--- src/rtl/gb_int_ctrl_if.sv ---
// CPU-side bus and interrupt handshake bundle for gb_int_ctrl.
// master = CPU / bench side, slave = interrupt controller side.
interface gb_int_ctrl_if;
  logic [15:0] addr;
  logic [7:0]  wr_data;
  logic        rd_n;
  logic        wr_n;
  logic [7:0]  rd_data;
  logic        rd_sel;
  logic        int_n;
  logic        int_ack;
  logic [15:0] int_vec;
  logic        int_vec_valid;

  modport master (
    output addr, wr_data, rd_n, wr_n, int_ack,
    input  rd_data, rd_sel, int_n, int_vec, int_vec_valid
  );

  modport slave (
    input  addr, wr_data, rd_n, wr_n, int_ack,
    output rd_data, rd_sel, int_n, int_vec, int_vec_valid
  );
endinterface

--- src/rtl/gb_int_ctrl.sv ---
// Game Boy interrupt controller: IF (0xFF0F) / IE (0xFFFF), request edge capture, CPU int handshake.
// Define GB_INT_SYNC_EN to pass irq_src through a two-flop synchronizer before edge detection.
module gb_int_ctrl (
  input  logic         clk,
  input  logic         rst_n,
  input  logic [4:0]   irq_src,
  gb_int_ctrl_if.slave bus
);

  localparam logic [15:0] ADDR_IF = 16'hFF0F;
  localparam logic [15:0] ADDR_IE = 16'hFFFF;

  localparam logic [1:0] ST_IDLE = 2'd0;
  localparam logic [1:0] ST_REQ  = 2'd1;
  localparam logic [1:0] ST_ACK  = 2'd2;

  logic [4:0]  irq_s;
  logic [4:0]  irq_prev_q;
  logic        wr_hi_q;
  logic        ack_lo_q;
  logic [4:0]  if_q, if_d;
  logic [7:0]  ie_q, ie_d;
  logic [1:0]  state_q, state_d;
  logic [15:0] vec_q, vec_d;
  logic        valid_q, valid_d;
  logic [7:0]  rd_data_q;
  logic        rd_sel_q;

  logic [4:0]  irq_rise;
  logic        wr_stb;
  logic        ack_rise;
  logic [4:0]  pending;
  logic [4:0]  ack_sel;
  logic [15:0] ack_vec;
  logic [4:0]  clr;
  logic        found;
  logic        rd_hit;
  logic [7:0]  rd_val;

`ifdef GB_INT_SYNC_EN
  logic [4:0] sync1_q, sync2_q;

  always_ff @(posedge clk or negedge rst_n) begin
    if (!rst_n) begin
      sync1_q <= '0;
      sync2_q <= '0;
    end else begin
      sync1_q <= irq_src;
      sync2_q <= sync1_q;
    end
  end

  assign irq_s = sync2_q;
`else
  assign irq_s = irq_src;
`endif

  // wr_hi_q / ack_lo_q record "was inactive last cycle"; clearing them in reset
  // means a strobe already asserted at reset release never counts as an edge.
  assign irq_rise = irq_s & ~irq_prev_q;
  assign wr_stb   = wr_hi_q & ~bus.wr_n;
  assign ack_rise = bus.int_ack & ack_lo_q;
  assign pending  = ie_q[4:0] & if_q;

  always_comb begin
    found   = 1'b0;
    ack_sel = '0;
    ack_vec = '0;
    for (int unsigned i = 0; i < 5; i++) begin
      if (pending[i] && !found) begin
        found      = 1'b1;
        ack_sel[i] = 1'b1;
        ack_vec    = 16'h0040 + 16'(i * 8);
      end
    end
  end

  always_comb begin
    state_d = state_q;
    vec_d   = vec_q;
    valid_d = valid_q;
    clr     = '0;
    case (state_q)
      ST_IDLE: begin
        if (ack_rise) begin
          state_d = ST_ACK;
          vec_d   = '0;
          valid_d = 1'b1;
        end else if (|pending) begin
          state_d = ST_REQ;
        end
      end
      ST_REQ: begin
        if (ack_rise) begin
          state_d = ST_ACK;
          vec_d   = ack_vec;
          valid_d = 1'b1;
          clr     = ack_sel;
        end else if (!(|pending)) begin
          state_d = ST_IDLE;
        end
      end
      ST_ACK: begin
        if (!bus.int_ack) state_d = (|pending) ? ST_REQ : ST_IDLE;
      end
      default: state_d = ST_IDLE;
    endcase
  end

  // Ordering encodes precedence: CPU write, then ack clear, then new request edges.
  always_comb begin
    if_d = if_q;
    ie_d = ie_q;
    if (wr_stb && bus.addr == ADDR_IF) if_d = bus.wr_data[4:0];
    if (wr_stb && bus.addr == ADDR_IE) ie_d = bus.wr_data;
    if_d = (if_d & ~clr) | irq_rise;
  end

  assign rd_hit = !bus.rd_n && (bus.addr == ADDR_IF || bus.addr == ADDR_IE);
  assign rd_val = (bus.addr == ADDR_IF) ? {3'b111, if_q} : ie_q;

  always_ff @(posedge clk or negedge rst_n) begin
    if (!rst_n) begin
      irq_prev_q <= '0;
      wr_hi_q    <= 1'b0;
      ack_lo_q   <= 1'b0;
      if_q       <= '0;
      ie_q       <= '0;
      state_q    <= ST_IDLE;
      vec_q      <= '0;
      valid_q    <= 1'b0;
      rd_data_q  <= '0;
      rd_sel_q   <= 1'b0;
    end else begin
      irq_prev_q <= irq_s;
      wr_hi_q    <= bus.wr_n;
      ack_lo_q   <= ~bus.int_ack;
      if_q       <= if_d;
      ie_q       <= ie_d;
      state_q    <= state_d;
      vec_q      <= vec_d;
      valid_q    <= valid_d;
      rd_sel_q   <= rd_hit;
      rd_data_q  <= rd_hit ? rd_val : '0;
    end
  end

  assign bus.int_n         = (state_q != ST_REQ);
  assign bus.int_vec       = vec_q;
  assign bus.int_vec_valid = valid_q;
  assign bus.rd_data       = rd_data_q;
  assign bus.rd_sel        = rd_sel_q;

endmodule
--- src/flat_wrapper.sv ---
// flat-port wrapper written by rule: the top's interface ports become plain ports
module gb_int_ctrl_flat 
  (clk, rst_n, irq_src, bus_addr, bus_wr_data, bus_rd_n, bus_wr_n, bus_int_ack, bus_rd_data, bus_rd_sel, bus_int_n, bus_int_vec, bus_int_vec_valid);
  gb_int_ctrl_if bus_i ();
  input  logic clk;
  input  logic rst_n;
  input  logic [4:0] irq_src;
  input wire logic [$bits(bus_i.addr)-1:0] bus_addr;
  input wire logic [$bits(bus_i.wr_data)-1:0] bus_wr_data;
  input wire logic [$bits(bus_i.rd_n)-1:0] bus_rd_n;
  input wire logic [$bits(bus_i.wr_n)-1:0] bus_wr_n;
  input wire logic [$bits(bus_i.int_ack)-1:0] bus_int_ack;
  output wire logic [$bits(bus_i.rd_data)-1:0] bus_rd_data;
  output wire logic [$bits(bus_i.rd_sel)-1:0] bus_rd_sel;
  output wire logic [$bits(bus_i.int_n)-1:0] bus_int_n;
  output wire logic [$bits(bus_i.int_vec)-1:0] bus_int_vec;
  output wire logic [$bits(bus_i.int_vec_valid)-1:0] bus_int_vec_valid;
  assign bus_i.addr = bus_addr;
  assign bus_i.wr_data = bus_wr_data;
  assign bus_i.rd_n = bus_rd_n;
  assign bus_i.wr_n = bus_wr_n;
  assign bus_i.int_ack = bus_int_ack;
  assign bus_rd_data = bus_i.rd_data;
  assign bus_rd_sel = bus_i.rd_sel;
  assign bus_int_n = bus_i.int_n;
  assign bus_int_vec = bus_i.int_vec;
  assign bus_int_vec_valid = bus_i.int_vec_valid;
  gb_int_ctrl u_core (.clk(clk), .rst_n(rst_n), .irq_src(irq_src), .bus(bus_i));
endmodule
--- config.mk ---
export PLATFORM = sky130hd
export DESIGN_NAME = gb_int_ctrl_flat
export DESIGN_NICKNAME = d
export VERILOG_FILES = /design/src/rtl/gb_int_ctrl_if.sv /design/src/rtl/gb_int_ctrl.sv /design/src/flat_wrapper.sv
export SDC_FILE = /design/constraint.sdc
export NUM_CORES = 1
export LEC_CHECK = 0
export ABC_AREA = 1
export BUFFER_PORTS_ARGS = -buffer_cell sky130_fd_sc_hd__buf_4
export CELL_PAD_IN_SITES_DETAIL_PLACEMENT = 0
export CELL_PAD_IN_SITES_GLOBAL_PLACEMENT = 1
export CORE_MARGIN = 4
export CORE_UTILIZATION = 39
export CTS_CLUSTER_SIZE = 40
export DETAILED_ROUTE_END_ITERATION = 16
export PLACE_DENSITY = 0.95
export SLEW_MARGIN = 40
export SYNTH_ARGS = -nofsm -noshare
export SYNTH_HDL_FRONTEND = slang
export SYNTH_SLANG_ARGS = --single-unit
--- constraint.sdc ---
create_clock -name clk -period 3 [get_ports clk]
set_input_delay 0.6 -clock clk [delete_from_list [all_inputs] [get_ports clk]]
set_output_delay 0.6 -clock clk [all_outputs]
set_load 0.01 [all_outputs]
**Word level (Yosys, flattened, before mapping)**

Index checks and enable logic that the tools add are counted.

- Equal/unequal tests: 10
- Mux-type cells: 28
- Bitwise operators: 10
- Reductions and logical operators: 20

Operator list:

| cell | count |
|---|---|
| two-way mux 16 bit | 6 |
| == test 16 bit, second input constant | 2 |
| one-hot mux 16 bit (2 select lines) | 1 |
| two-way mux 8 bit | 2 |
| AND 5 bit | 3 |
| two-way mux 5 bit | 3 |
| two-way mux 2 bit | 5 |
| NOT 5 bit | 2 |
| two-way mux 1 bit | 9 |
| logical AND 1 bit | 7 |
| two-way mux 7 bit | 1 |
| inequality test 2 x 1 -> 1 bit, second input constant | 3 |
| one-hot mux 2 bit (3 select lines) | 1 |
| AND reduction 3 bit | 2 |
| zero test 1 bit | 5 |
| OR 5 bit | 1 |
| OR reduction 5 bit | 1 |
| inequality test 3 x 1 -> 1 bit, second input constant | 1 |
| inequality test 3 x 2 -> 1 bit, second input constant | 1 |
| AND 1 bit | 2 |
| == test 2 x 1 -> 1 bit, second input constant | 1 |
| == test 2 bit, second input constant | 1 |
| zero test 2 bit | 1 |
| inequality test 2 bit, second input constant | 1 |
| 5 further kinds | 6 |

- Output and inout bits: 27
- Register bits after elaboration: 48
- Input bits: 34
- Word-level logic and storage cells: 78

**Depth between registers and ports, before layout**

- Word-level depth: 19
- Gate-level depth with buffers: 8
- Gate-level depth less buffers: 8

**Worst setup path before layout**

OpenSTA, ideal clock, no wires.

- Kind: input port to flip-flop
- Start: in bus_addr[15]
- End: reg u_core.ie_q[5]
- Data required time: 2.883 ns
- Stages: 8
- Slack: 1.548 ns
- Data arrival time: 1.335 ns
- Buffers on the path: 1
- Setup time: 0.117 ns
- Cell sequence: nand2_1 -> inv_1 -> nand2_2 -> nor2_8 -> nand3_4 -> buf_6 -> nand2_1 -> o21ai_2

- Word-level cells in the longest chain between the ends: 2

Ends and longest elaborated chain:

| item | RTL line | text |
|---|---|---|
| start: declaration | flat_wrapper.sv:8 | `input wire logic [$bits(bus_i.addr)-1:0] bus_addr;` |
| == test 16 bit | gb_int_ctrl.sv:115 | `if (wr_stb && bus.addr == ADDR_IE) ie_d = bus.wr_data;` |
| logical AND 1 bit | gb_int_ctrl.sv:115 |  |
| end signal: assignment | gb_int_ctrl.sv:139 | `ie_q <= ie_d;` |
| end: declaration | gb_int_ctrl.sv:22 | `logic [7:0] ie_q, ie_d;` |

Every way passes these cells.
A chain may end at the register's enable or synchronous reset.

**Final worst setup path**

- Start: reg u_core.state_q[0]
- End: out bus_int_n

- Word-level cells in the longest chain between the ends: 1

Ends and longest elaborated chain:

| item | RTL line | text |
|---|---|---|
| start: declaration | gb_int_ctrl.sv:23 | `logic [1:0] state_q, state_d;` |
| start signal: assignment | gb_int_ctrl.sv:140 | `state_q <= state_d;` |
| inequality test 2 x 1 -> 1 bit | gb_int_ctrl.sv:148 | `assign bus.int_n = (state_q != ST_REQ);` |
| end: declaration | flat_wrapper.sv:15 | `output wire logic [$bits(bus_i.int_n)-1:0] bus_int_n;` |

Every way passes these cells.

==> flow_summary.ini <==
[finish]
nFillCells = 435
syn2layout_area_growth_pct = 25.63
seq_area_um2 = 900.9
antennaDiodeCount = 0
post-route-util_pct = 50.99
multi_input_area_um2 = 705.7
drive_gt1_share_pct = 35.06
nets = 284

[clock_tree]
root_buffer = clkbuf_8
clkLatencyLatePin_ns = 0.29
post-cts-setup-buffers = 0
cts_tree = built
cts_buffers = 5
cts.repair.resized = 0
hold_buffers = 0
clockBufferDepth = 2
cts_max_level = 2
clock_sinks = 36
clkSlewWorstSetupHoldPaths_ns = 0.07

[routing]
routed_wl_mm = 3.269
antenna_left = 0
drt_iter0_markers = 67
vias_per_cell = 4.347
post_drt_wl_per_cell_um = 10.79
vias = 1317
first_pass_iters = 4
drc = 0

[global_route]
overflow = 0
antenna_found_initial = 0
grt_usage_pct = 12.62
grt_pass1_wl_mm = 5.313
grt_pass1_vias = 1232
grt_max_degree = 37

[synth]
seq_area_frac_synth_pct = 50.28
ys_ff_latch = 36
synth_top_area_cell = dfrtp_1
syn_avg_cell_area_um2 = 9.095
synthCells = 197
synth_enable_flop_cells = 0
syn_area_um2 = 1792
synth_warnings = 0
ys.flop_type = dfrtp_1
async_flop_share_pct = 100.0
yosys.cell_types.count = 24
synth_area_leaders = dfrtp_1, nand2_1, inv_1
synth_top_area_share_pct = 50.28

[place]
place_congestion = 0.8413
io_buffers = 48
dp_hpwl_mm = 2.562

[flow_run]
drv_cap = 0

[power_and_ir_drop]
ir_drop_mv = 0.2582
p_leak_uw = 0.001266
power_density_nw_per_um2 = 410.7
p_total_uw = 924.4

[worst_setup_path]
cp_max_fo = 4
cp-end-kind = output port
crit_type = register to output port
cp.required_ns = 2.40
cp_data_arrival_time_ns = 1.03
worstSetupStartpointType = register

[timing]
drv_slew = 0
period_share_pct = 54.49
hold_viol = 0
min_period_ns = 1.635
fmax_mhz = 611.8
finalSetupTns_ns = 0
fin_skew_ns = 0.009448
rsz0062_at_grt = false
finalSetupViolCount = 0

[hold_path]
hold_class = primary input to async pin

[floorplanning]
ioPinCount = 61
initial_core_util_pct = 40.59
die_area_um2 = 5743
fp.dieW_um = 75.78
rows = 24
die-height_um = 75.78
coreArea_um2 = 4414

[outcome]
status = complete, no violations
==> layout make-up <==
type                            count  share of cell area, %
Sequential cell                    36                  40.02
Inverter                           33                  5.559
Clock buffer                        7                  3.835
Timing Repair Buffer               48                  16.01
Multi-Input combinational cell    126                  31.35
Tap cell                           52                  2.890
Clock inverter                      1                 0.3335
==> metal layers <==
metal	share of wire, %	GRT usage, %	vias to the layer above
li1	-	-	696
met1	45	16.13	578
met2	46	18.82	36
met3	7.3	4.090	7
met4	2.3	6.990	0
met5	0	0	-
==> synth_stat cells, types with 2 or more instances <==
| master | instances |
|---|---|
| nand2_1 | 53 |
| dfrtp_1 | 36 |
| inv_1 | 29 |
| buf_4 | 12 |
| nand3_1 | 11 |
| nor2_1 | 10 |
| nand4_1 | 8 |
| o21ai_2 | 8 |
| a21oi_2 | 5 |
| inv_2 | 3 |
| nand2_2 | 3 |
| nand2_4 | 3 |
| nand3_2 | 2 |
| nor2_2 | 2 |
| nor2_4 | 2 |
| nor2_8 | 2 |
==> where the power goes <==
group | internal [uW] | switching (uW)
clock | 186 | 168
sequential | 491 | 2.87
combinational | 34.1 | 42.0
total | 712 | 212
==> state kept, by name, indices dropped and copies added, names as in the netlist <==
register and count:
u_core.bus.rd_data 8, u_core.ie_q 8, u_core.if_q 5, u_core.irq_prev_q 5
u_core.bus.int_vec 4, u_core.state_q 2, u_core.ack_lo_q 1, u_core.bus.int_vec_valid 1
u_core.bus.rd_sel 1, u_core.wr_hi_q 1
==> through the flow <==
| stage | area (um^2) | worst slack, ns | cells | hold slack, ns |
|---|---|---|---|---|
| floorplan | 1833 | 1.548 | 208 | 0.3044 |
| global placement | 2157 | 1.383 | 295 | 0.4482 |
| detailed placement | 2157 | 1.369 | 295 | 0.4672 |
| CTS | 2251 | 1.346 | 303 | 0.2552 |
| global route | 2251 | 1.278 | 303 | 0.2850 |
| finish | 2251 | 1.365 | 303 | 0.2516 |
==> worst max-delay path, cell delays in order, from the launching register on <==
cell	delay, ns
dfrtp_1	0.36
inv_1	0.14
nor2_1	0.08
inv_1	0.05
buf_4	0.11
==> path summary, 6_finish.rpt <==
| kind | startpoint | endpoint | slack (ns) | cells past startpoint |
|---|---|---|---|---|
| worst max-delay path | u_core.state_q[0] | bus_int_n | 1.37 | 4 |
| worst min-delay path | rst_n | u_core.bus.rd_data[1] | 0.25 | 1 |
| worst max register to register | u_core.state_q[1] | u_core.if_q[4] | 1.73 | 6 |
| worst min register to register | u_core.bus.int_vec_valid | u_core.bus.int_vec_valid | 0.47 | 2 |
| max in group asynchronous | rst_n | u_core.ie_q[1] | 2.43 | 1 |
| min in group clk | irq_src[3] | u_core.irq_prev_q[3] | 0.42 | 1 |
==> cell usage in the layout, fill, tap and decap left out, types with 2 or more instances in the layout <==
cell      Yosys  final
nand2_2       3      3
nand2_1      53     53
nand3_1      11     11
nor2_2        2      2
dfrtp_1      36     36
o21ai_2       8      8
buf_4        12     48
nand2_4       3      3
a21oi_2       5      5
nor2_4        2      2
nor2_8        2      2
conb_1        1     12
nand3_2       2      2
nor2_1       10     10
inv_1        29     29
clkbuf_8      0      6
inv_2         3      3
nand4_1       8      8
==> cells by family (layout without fill, tap and decap cells) <==
| family | Yosys count | count (layout) | share of synthesized area, % |
|---|---|---|---|
| compound gates | 16 | 16 | 7.891 |
| buf+inv | 46 | 89 | 12.64 |
| flops | 36 | 36 | 50.28 |
| other cells | 1 | 12 | 0.2093 |
| simple gates | 98 | 98 | 28.98 |
No activity file was read; power rests on OpenSTA's default activity.
